### config.mk
export PLATFORM = sky130hd
export DESIGN_NAME = dsp_elastic_pipe
export DESIGN_NICKNAME = d
export VERILOG_FILES = /design/src/rtl/dsp_pipe_pkg.sv /design/src/rtl/dsp_pipe_stage.sv /design/src/rtl/dsp_elastic_pipe.sv
export SDC_FILE = /design/constraint.sdc
export NUM_CORES = 1
export LEC_CHECK = 0
export ABC_AREA = 1
export CAP_MARGIN = 30
export CORE_ASPECT_RATIO = 0.7
export CORE_MARGIN = 2
export CORE_UTILIZATION = 51
export CTS_BUF_LIST = sky130_fd_sc_hd__clkbuf_8
export DETAILED_ROUTE_END_ITERATION = 6
export GPL_TIMING_DRIVEN = 0
export PLACE_DENSITY = 0.8
export SLEW_MARGIN = 20
export SYNTH_ARGS = -nofsm -noshare
export SYNTH_HDL_FRONTEND = slang
export SYNTH_SLANG_ARGS = --single-unit
### constraint.sdc
create_clock -name clk -period 1.7 [get_ports clk]
set_input_delay 0.34 -clock clk [delete_from_list [all_inputs] [get_ports clk]]
set_output_delay 0.34 -clock clk [all_outputs]
set_load 0.01 [all_outputs]
### src/rtl/dsp_pipe_pkg.sv
// dsp_pipe_pkg: shared defaults and the occupancy-width helper for the elastic pipe.
// Contents:
//   DEF_WIDTH  default data width per stage
//   DEF_DEPTH  default number of register stages
//   cnt_w()    occupancy counter width, clamped to at least 1 so that DEPTH=0 stays legal
package dsp_pipe_pkg;

    localparam int DEF_WIDTH = 18;
    localparam int DEF_DEPTH = 2;

    function automatic int cnt_w(input int depth);
        return (depth == 0) ? 1 : $clog2(depth + 1);
    endfunction

endpackage

### src/rtl/dsp_pipe_stage.sv
// dsp_pipe_stage: one elastic register slot (valid + data) with its ready term.
// Ports:
//   clk, rst_aSYNC  rising-edge clock, asynchronous active-high reset
//   flush           synchronous clear of the valid bit (data is kept)
//   prev_valid      valid offered by the predecessor
//   prev_data       data offered by the predecessor
//   next_ready      ready of the successor (or of the downstream port)
//   ready           this slot can take a word: empty, or draining this cycle
//   valid, data     registered slot contents
module dsp_pipe_stage #(
    parameter int WIDTH = 18
) (
    input  logic             clk,
    input  logic             rst_aSYNC,
    input  logic             flush,
    input  logic             prev_valid,
    input  logic [WIDTH-1:0] prev_data,
    input  logic             next_ready,
    output logic             ready,
    output logic             valid,
    output logic [WIDTH-1:0] data
);

    assign ready = !valid | next_ready;

    // Data only loads alongside a valid load, so a stalled or empty slot keeps its last word.
    always_ff @(posedge clk or posedge rst_aSYNC) begin
        if (rst_aSYNC) begin
            valid <= 1'b0;
            data  <= '0;
        end else begin
            if (flush)
                valid <= 1'b0;
            else if (ready)
                valid <= prev_valid;
            if (!flush && ready && prev_valid)
                data <= prev_data;
        end
    end

endmodule

### src/rtl/dsp_elastic_pipe.sv
// dsp_elastic_pipe: DEPTH-stage valid/ready register chain with bubble collapse, flush and occupancy.
// Ports:
//   clk, rst_aSYNC        rising-edge clock, asynchronous active-high reset
//   flush_i               synchronous clear of all stage valids, occupancy and par_err
//   in_valid/in_ready     upstream handshake, in_data upstream word
//   out_valid/out_ready   downstream handshake, out_data last-stage word
//   occupancy             number of valid stages (0..DEPTH)
//   par_err               sticky parity error
// Optional feature: define DSP_PIPE_PARITY_EN to carry an even-parity bit with every word and
// flag a mismatch at the output; otherwise par_err is tied 0.
module dsp_elastic_pipe
    import dsp_pipe_pkg::*;
#(
    parameter  int WIDTH = DEF_WIDTH,
    parameter  int DEPTH = DEF_DEPTH,
    localparam int CNT_W = cnt_w(DEPTH)
) (
    input  logic             clk,
    input  logic             rst_aSYNC,
    input  logic             flush_i,
    input  logic             in_valid,
    output logic             in_ready,
    input  logic [WIDTH-1:0] in_data,
    output logic             out_valid,
    input  logic             out_ready,
    output logic [WIDTH-1:0] out_data,
    output logic [CNT_W-1:0] occupancy,
    output logic             par_err
);

`ifdef DSP_PIPE_PARITY_EN
    localparam int SW = WIDTH + 1;
`else
    localparam int SW = WIDTH;
`endif

    generate
        if (DEPTH == 0) begin : g_pass
            assign out_valid = in_valid & !flush_i;
            assign in_ready  = out_ready & !flush_i;
            assign out_data  = in_data;
            assign occupancy = '0;
            assign par_err   = 1'b0;
        end else begin : g_pipe
            logic          v [DEPTH+1];
            logic          r [DEPTH+1];
            logic [SW-1:0] d [DEPTH+1];
            logic          in_xfer;
            logic          out_xfer;

            assign v[0] = in_valid;
`ifdef DSP_PIPE_PARITY_EN
            // Parity sits above the data bits so it travels through the stages with its word.
            assign d[0] = {^in_data, in_data};
`else
            assign d[0] = in_data;
`endif
            assign r[DEPTH] = out_ready;

            for (genvar k = 0; k < DEPTH; k++) begin : g_st
                dsp_pipe_stage #(.WIDTH(SW)) u_stage (
                    .clk       (clk),
                    .rst_aSYNC (rst_aSYNC),
                    .flush     (flush_i),
                    .prev_valid(v[k]),
                    .prev_data (d[k]),
                    .next_ready(r[k+1]),
                    .ready     (r[k]),
                    .valid     (v[k+1]),
                    .data      (d[k+1])
                );
            end

            assign in_ready  = r[0] & !flush_i;
            assign out_valid = v[DEPTH];
            assign out_data  = d[DEPTH][WIDTH-1:0];
            assign in_xfer   = in_valid & in_ready;
            assign out_xfer  = out_valid & out_ready;

            always_ff @(posedge clk or posedge rst_aSYNC) begin
                if (rst_aSYNC)
                    occupancy <= '0;
                else if (flush_i)
                    occupancy <= '0;
                else
                    occupancy <= occupancy + CNT_W'(in_xfer) - CNT_W'(out_xfer);
            end

`ifdef DSP_PIPE_PARITY_EN
            always_ff @(posedge clk or posedge rst_aSYNC) begin
                if (rst_aSYNC)
                    par_err <= 1'b0;
                else if (flush_i)
                    par_err <= 1'b0;
                else if (out_xfer && ((^out_data) != d[DEPTH][WIDTH]))
                    par_err <= 1'b1;
            end
`else
            assign par_err = 1'b0;
`endif
        end
    endgenerate

endmodule

==> results of run 1 <==
## power by group through the flow
| stage | registers, mW | logic, mW | clock network, mW |
|---|---|---|---|
| floorplan | 1.19 | 0.442 | 0 |
| global placement | 1.20 | 0.717 | 0 |
| detailed placement | 1.21 | 0.743 | 0 |
| CTS | 1.19 | 0.745 | 0.662 |
| global route | 1.21 | 0.812 | 0.703 |
| finish | 1.19 | 0.739 | 0.653 |
## Yosys cell counts
cell type   n
buf_2       6
o21ai_2    18
conb_1      1
nor2_1      2
inv_1      26
ha_1        2
nand3_1     3
buf_4      21
inv_2       1
nand2_1    59
dfrtp_1    40
nand2_2     1
nand4_1    18
buf_6       3
nand3_4     1
o21ai_1     2
a21oi_1     1
## state kept, by name (all words and copies together), names as in the netlist
register / count
occupancy: 2
g_pipe.g_st.u_stage.data: 36
g_pipe.g_st.u_stage.valid: 2
## cell families after synthesis
kind of cell    Yosys count
simple gates             84
buf+inv                  57
other cells               1
fa+ha+maj                 2
compound gates           21
flops                    40
## layout make-up
class / instances / area (µm²) / share of cell area (%)
clock buffer: 6 / 82.6 / 3.24
multi-input combinational: 108 / 592 / 23.2
inverter: 27 / 101 / 3.98
timing repair buffer: 46 / 463 / 18.2
buffer: 30 / 234 / 9.19
clock inverter: 2 / 10.0 / 0.393
sequential: 40 / 1000 / 39.3
tap: 50 / 62.6 / 2.46
## path summary, 6_finish.rpt
kind                       slack, ns  depth (start not counted)                              end
hold reg to reg                 0.47                          2   g_pipe.g_st[0].u_stage.data[8]
hold / removal                  0.25                          2  g_pipe.g_st[1].u_stage.data[10]
setup / recovery                0.06                          2                      out_data[5]
setup reg to reg                0.14                          8                     occupancy[1]
min in group clk                0.38                          3  g_pipe.g_st[0].u_stage.data[11]
max in group asynchronous       1.04                          3  g_pipe.g_st[0].u_stage.data[13]
## routing by layer
| metal | part of all wire (%) | wire, µm |
|---|---|---|
| met1 | 46 | 1730 |
| met2 | 47 | 1750 |
| met3 | 5.9 | 223 |
| met4 | 1.2 | 46 |
| met5 | 0 | 0 |
## critical path: cells and delay by family, from the launching register on
| kind | cells | cell delay, ns |
|---|---|---|
| buffers and inverters | 2 | 0.63 |
| flip-flops | 1 | 0.36 |
## repair_timing
action,4_1_cts,5_1_grt
hold buffers,0,0
endpoints found under the setup margin,3,4
pin swaps,0,1
setup buffers,1,1
hold endpoints to repair,0,0
resized for setup,8,3
## metrics by stage
step | TNS, ns | hold WS, ns
2_1_floorplan | 0 | 0.405
3_3_place_gp | -16.90 | 0.454
3_5_place_dp | -1.24 | 0.458
4_1_cts | 0 | 0.242
5_1_grt | 0 | 0.281
6_report | 0 | 0.246
==> flow_metrics.tcl, run 1 <==
set metrics [dict create \
    dieArea_um2 4250 \
    yosysSeqAreaShare_pct 52.5 \
    ant_nets 0 \
    period_minus_slack_ns 1.64 \
    wl_um 3750 \
    fill_cells 292 \
    dp.cells 299 \
    fin_util_pct 71.6 \
    clk_latency_ns 0.30 \
    drtIter0Drc 80 \
    critPathLaunch "g_pipe.g_st[1].u_stage.data[5]" \
    ys_top_cells_by_area "dfrtp_1 (53%), nand2_1 (12%), buf_4 (8.3%), o21ai_2 (8.3%), nand4_1 (5.9%)" \
    wl_per_cell_um 12.1 \
    met2_usage_pct 34.2 \
    cp-start-kind "register" \
    setup_viol 0 \
    cts_tree "done" \
    overflow 0 \
    min_path_type "in2async" \
    path_cells "buf_4, clkdlybuf4s50_1" \
    clockPowerShare_pct 25.3 \
    seqPwrFrac_pct 46.1 \
    post-route-period-util_pct 96.3 \
    most-common-layout-cells "nand2_1 (59), dfrtp_1 (40), clkdlybuf4s50_1 (40)" \
    root_buffer "clkbuf_8" \
    synth_top_family_by_area "simple AND/OR/NAND/NOR gates" \
    p_total_mw 2.58 \
    r2r_start "g_pipe.g_st[0].u_stage.valid" \
    initial_core_util_pct 53.6 \
    power.leakage_nw 1.30 \
    core-area_um2 3560 \
    nets 283 \
    drive_gt1_share_pct 25.5 \
    power_density_nw_per_um2 1010 \
    synth_top_area_share_pct 52.5 \
    use_met1_pct 24.2 \
    h-tree-depth 2 \
    gr-usage-all-layers_pct 19.9 \
    fp.dieW_um 77.1 \
    layoutNonFillerInstCount 309 \
    synth_top_area_cell "dfrtp_1" \
    io-pin-count 46 \
    placed_area_um2 2420 \
    portBuffers 43 \
    rows 18 \
    syn_area_um2 1910 \
    grt_pass1_wl_um 6070 \
    area_growth_pct 33.6 \
    grt_pass1_vias 1345 \
    synthAdderAreaFrac_pct 1.31 \
    dp.final_hpwl_um 2690 \
    synth_xor_area_share_pct 0 \
    status "completed" \
    switching_power_uw 716 \
    pre_cts_ws_ns -0.503 \
    finClkSkew_ns 0.00361 \
    grt_max_degree 34 \
    hold_viol 0 \
    dr.pass1.iters 4 \
    final_max_slew_viol_count 0 \
    rsz0062_at_grt "false" \
    via_per_inst 4.68 \
    fmax_ghz 0.611 \
    layout_commonest_cell "nand2_1" \
    ys_warn_count 0 \
    antenna_found_initial 0 \
    criticalPathCategory "reg2out" \
    vdd_ir_drop_max_uv 701 \
    required_ns 1.36 \
    critPathMaxStageDelay_ns 0.52 \
    dr_total_vias 1447 \
    avgSynthCellArea_um2 9.30 \
    place_congestion 0.739 \
    max_cap_violations 0 \
    stdcell_area_um2 2550 \
    numClockSinks 40 \
    crit_arrival_ns 1.30 \
    end_kind "output port" \
    busiest_layer "met2" \
    cts_buffers 5 \
    finalWorstSetupSlack_ns 0.0626 \
    ys_types 17 \
    internal-power_mw 1.87 \
    clock_path_buffers 2 \
    antenna_cells 0 \
    drc 0 \
    synth_cells 205 \
    combPwrFrac_pct 28.6 \
    grtUsageMet3_pct 5.19 \
    die_h_um 55.1 \
    p_sw_share_pct 27.7 \
    synth_compound_area_share_pct 9.06 \
    path_clk_slew_ns 0.08 \
    ys_ff_latch 40 \
    cp_slowest_cell "clkdlybuf4s50_1" \
    synth-simple-area-share_pct 20.0 \
    path_max_fanout 2 \
    synthMuxAreaShare_pct 0 \
    synth_nets 230 \
]
(Power assumes the default switching activity.)
==> run 2: changes to the inputs <==
- CTS_CLUSTER_DIAMETER: default -> 150
- SKIP_LAST_GASP: default -> 1
==> results of run 2 <==
No change in the layout: final DEF, timing and power equal those of run 1.
==> run 3: changes to the inputs <==
- ABC_AREA: 1 -> default
- CORE_MARGIN: 2 -> default
- CORE_UTILIZATION: 51 -> 50
==> flow_metrics.tcl, run 3 <==
set metrics [dict create \
    syn_area_um2 1750 \
    cp-start-kind "register" \
    overflow 0 \
    grt_pass1_wl_um 4870 \
    grt_pass1_vias 1043 \
    grt_max_degree 41 \
    cp_top_family "simple AND/OR/NAND/NOR gates" \
    synthMostInstantiatedCell "dfrtp_1" \
    fin_util_pct 74.2 \
    area_growth_pct 37.0 \
    crit_top_cell "ha_4" \
    antenna_found_initial 0 \
    hold_viol 0 \
    max_cap_violations 0 \
    failed_checks "setup timing" \
    critPathLaunch "g_pipe.g_st[0].u_stage.valid" \
    holdWs_ns 0.504 \
    endpoint "occupancy[1]" \
    dr.pass1.iters 4 \
    critPathMaxStageDelay_ns 0.41 \
    cts_hold_buf 0 \
    rows 17 \
    p_sw_share_pct 24.5 \
    cp_slowest_cell "or3b_4" \
    max_slew.worst_pin.slew_ns 0.793 \
    h-tree-depth 2 \
    power.leakage_nw 1.11 \
    async_reset_ff_share_pct 100 \
    top_register "g_pipe.g_st.u_stage.data" \
    vdd_ir_drop_max_uv 754 \
    numClockSinks 40 \
    placed_area_um2 2260 \
    seqPwrFrac_pct 46.2 \
    nets 200 \
    layout_commonest_cell "clkdlybuf4s50_1" \
    antenna_cells 0 \
    power_density_nw_per_um2 1130 \
    required_ns 1.87 \
    drc 0 \
    min_path_type "reg2reg" \
    status "complete, but fails checks" \
    wl_um 3080 \
    fp.dieW_um 72.7 \
    root_buffer "clkbuf_8" \
    path_cells "and3b_2, or3b_4, ha_4, inv_2, ha_4, xor2_2, xnor2_1, nor2_1" \
    drtIter0Drc 34 \
    r2r_cells 8 \
    setup_viol 2 \
    avgSynthCellArea_um2 14.8 \
    wl_per_cell_um 13.9 \
    crit_arrival_ns 2.11 \
    clock_path_buffers 2 \
    synth_top_area_cell "dfrtp_1" \
    post-route-period-util_pct 115 \
    path_clk_slew_ns 0.07 \
    dp.final_hpwl_um 2120 \
    io-pin-count 46 \
    p_total_mw 2.72 \
    reg_top3 "g_pipe.g_st.u_stage.data: 36 flops, g_pipe.g_st.u_stage.valid: 2 flops, occupancy: 2 flops" \
    clk_latency_ns 0.29 \
    rr_endpoint "occupancy[1]" \
    relSlewSlack_pct 47.1 \
    ys_types 19 \
    synth_top_area_share_pct 57.2 \
    ys_top_cells_by_area "dfrtp_1 (57%), mux2_2 (17%), buf_4 (8.6%), mux2_4 (7.7%), ha_1 (1.4%)" \
    die_h_um 51.5 \
    cts_buffers 5 \
    place_congestion 0.698 \
    ant_nets 0 \
    dieArea_um2 3750 \
    cp.depth 8 \
    drive_gt1_share_pct 46.9 \
    criticalPathCategory "reg2reg" \
    via_per_inst 4.59 \
    switching_power_uw 667 \
    fmax_ghz 0.513 \
    yosysSeqAreaShare_pct 57.2 \
    pre_cts_ws_ns -0.983 \
    cts_tree "done" \
    gr-usage-all-layers_pct 18.3 \
    combPwrFrac_pct 32.9 \
    period_minus_slack_ns 1.95 \
    core-area_um2 3230 \
    end_kind "register" \
    synth_common_cells "dfrtp_1 (40), mux2_2 (27), buf_4 (20)" \
    clockPowerShare_pct 21.0 \
    ys_warn_count 0 \
    rsz0062_at_grt "true" \
    synth_ff_type "dfrtp_1" \
    path_max_fanout 3 \
    synth_nets 143 \
    largest_register_ffs 36 \
    synth_edf_count 0 \
    most-common-layout-cells "clkdlybuf4s50_1 (41), dfrtp_1 (40), buf_4 (28)" \
    r2r_start "g_pipe.g_st[0].u_stage.valid" \
    ff2ff_setup_slack_ns -0.25 \
    finalWorstSetupSlack_ns -0.249 \
    finClkSkew_ns 0.0101 \
    initial_core_util_pct 54.1 \
    stdcell_area_um2 2400 \
    worst-path-buf-inv 1 \
    portBuffers 44 \
    synth_cells 118 \
    final_max_slew_viol_count 0 \
    dr_total_vias 1019 \
    ys_ff_latch 40 \
    internal-power_mw 2.05 \
]
-- run 3: changes by cell type in the layout (fill, tap and decap cells not counted), sizes merged, moves of 3 or more --
cell   before  now
nor2        2    6
mux2        0   36
buf        33   30
inv        27    3
nand4      18    0
nand2      60    0
nand3       4    0
o21ai      20    0
-- run 3: worst min path at each step --
stage,start,endpoint,slack (ns),cells past startpoint
floorplan,flush_i,occupancy[0],0.41,1
global placement,g_pipe.g_st[0].u_stage.data[8],g_pipe.g_st[0].u_stage.data[8],0.48,1
detailed placement,g_pipe.g_st[0].u_stage.data[9],g_pipe.g_st[1].u_stage.data[9],0.49,1
CTS,g_pipe.g_st[0].u_stage.data[9],g_pipe.g_st[1].u_stage.data[9],0.50,1
global route,g_pipe.g_st[0].u_stage.data[11],g_pipe.g_st[1].u_stage.data[11],0.52,1
finish,g_pipe.g_st[0].u_stage.data[9],g_pipe.g_st[1].u_stage.data[9],0.50,1
-- run 3: layout make-up --
type	count	area, µm²
Buffer	21	161
Clock buffer	5	68.8
Clock inverter	2	8.76
Fill cell	221	835
Inverter	2	7.51
Multi-Input combinational cell	53	599
Sequential cell	40	1000
Tap cell	47	58.8
Timing Repair Buffer	52	493
-- run 3: power groups by stage --
stage,Combinational [mW],Clock [mW],Sequential (mW)
after global placement,0.863,0,1.26
after global routing,0.960,0.616,1.28
after floorplan,0.517,0,1.25
after CTS,0.910,0.579,1.26
final,0.894,0.570,1.26
after detailed placement,0.887,0,1.27
-- run 3: cell families (layout without fill, tap and decap cells) --
kind of cell	count (synthesis)	after routing	synth area share [%]
flip-flops	40	40	57.2
multiplexers	36	36	25.1
buffers and inverters	25	82	11.1
AND/OR/NAND/NOR	12	12	4.00
adder cells (fa/ha/maj)	2	2	1.43
XOR/XNOR	2	2	1.00
other	1	1	0.214
-- run 3: what timing repair did --
action | CTS | global route
endpoints found under the hold margin | 0 | 0
pin swaps | 3 | 3
setup buffers | 6 | 2
resized for setup | 11 | 5
endpoints found under the setup margin | 30 | 39
-- run 3: layer usage --
layer | wire, µm | part of all wire (%) | global-route usage [%]
met5 | 0 | 0 | 0
met2 | 1460 | 47 | 29.9
met4 | 48 | 1.6 | 7.19
met3 | 182 | 5.9 | 6.59
met1 | 1390 | 45 | 22.4
-- run 3: through the flow --
step,TNS (ns),std cells
CTS,-1.96,222
detailed placement,-16.61,209
global route,-1.41,222
global placement,-24.74,209
floorplan,-0.733,118
finish,-0.305,222
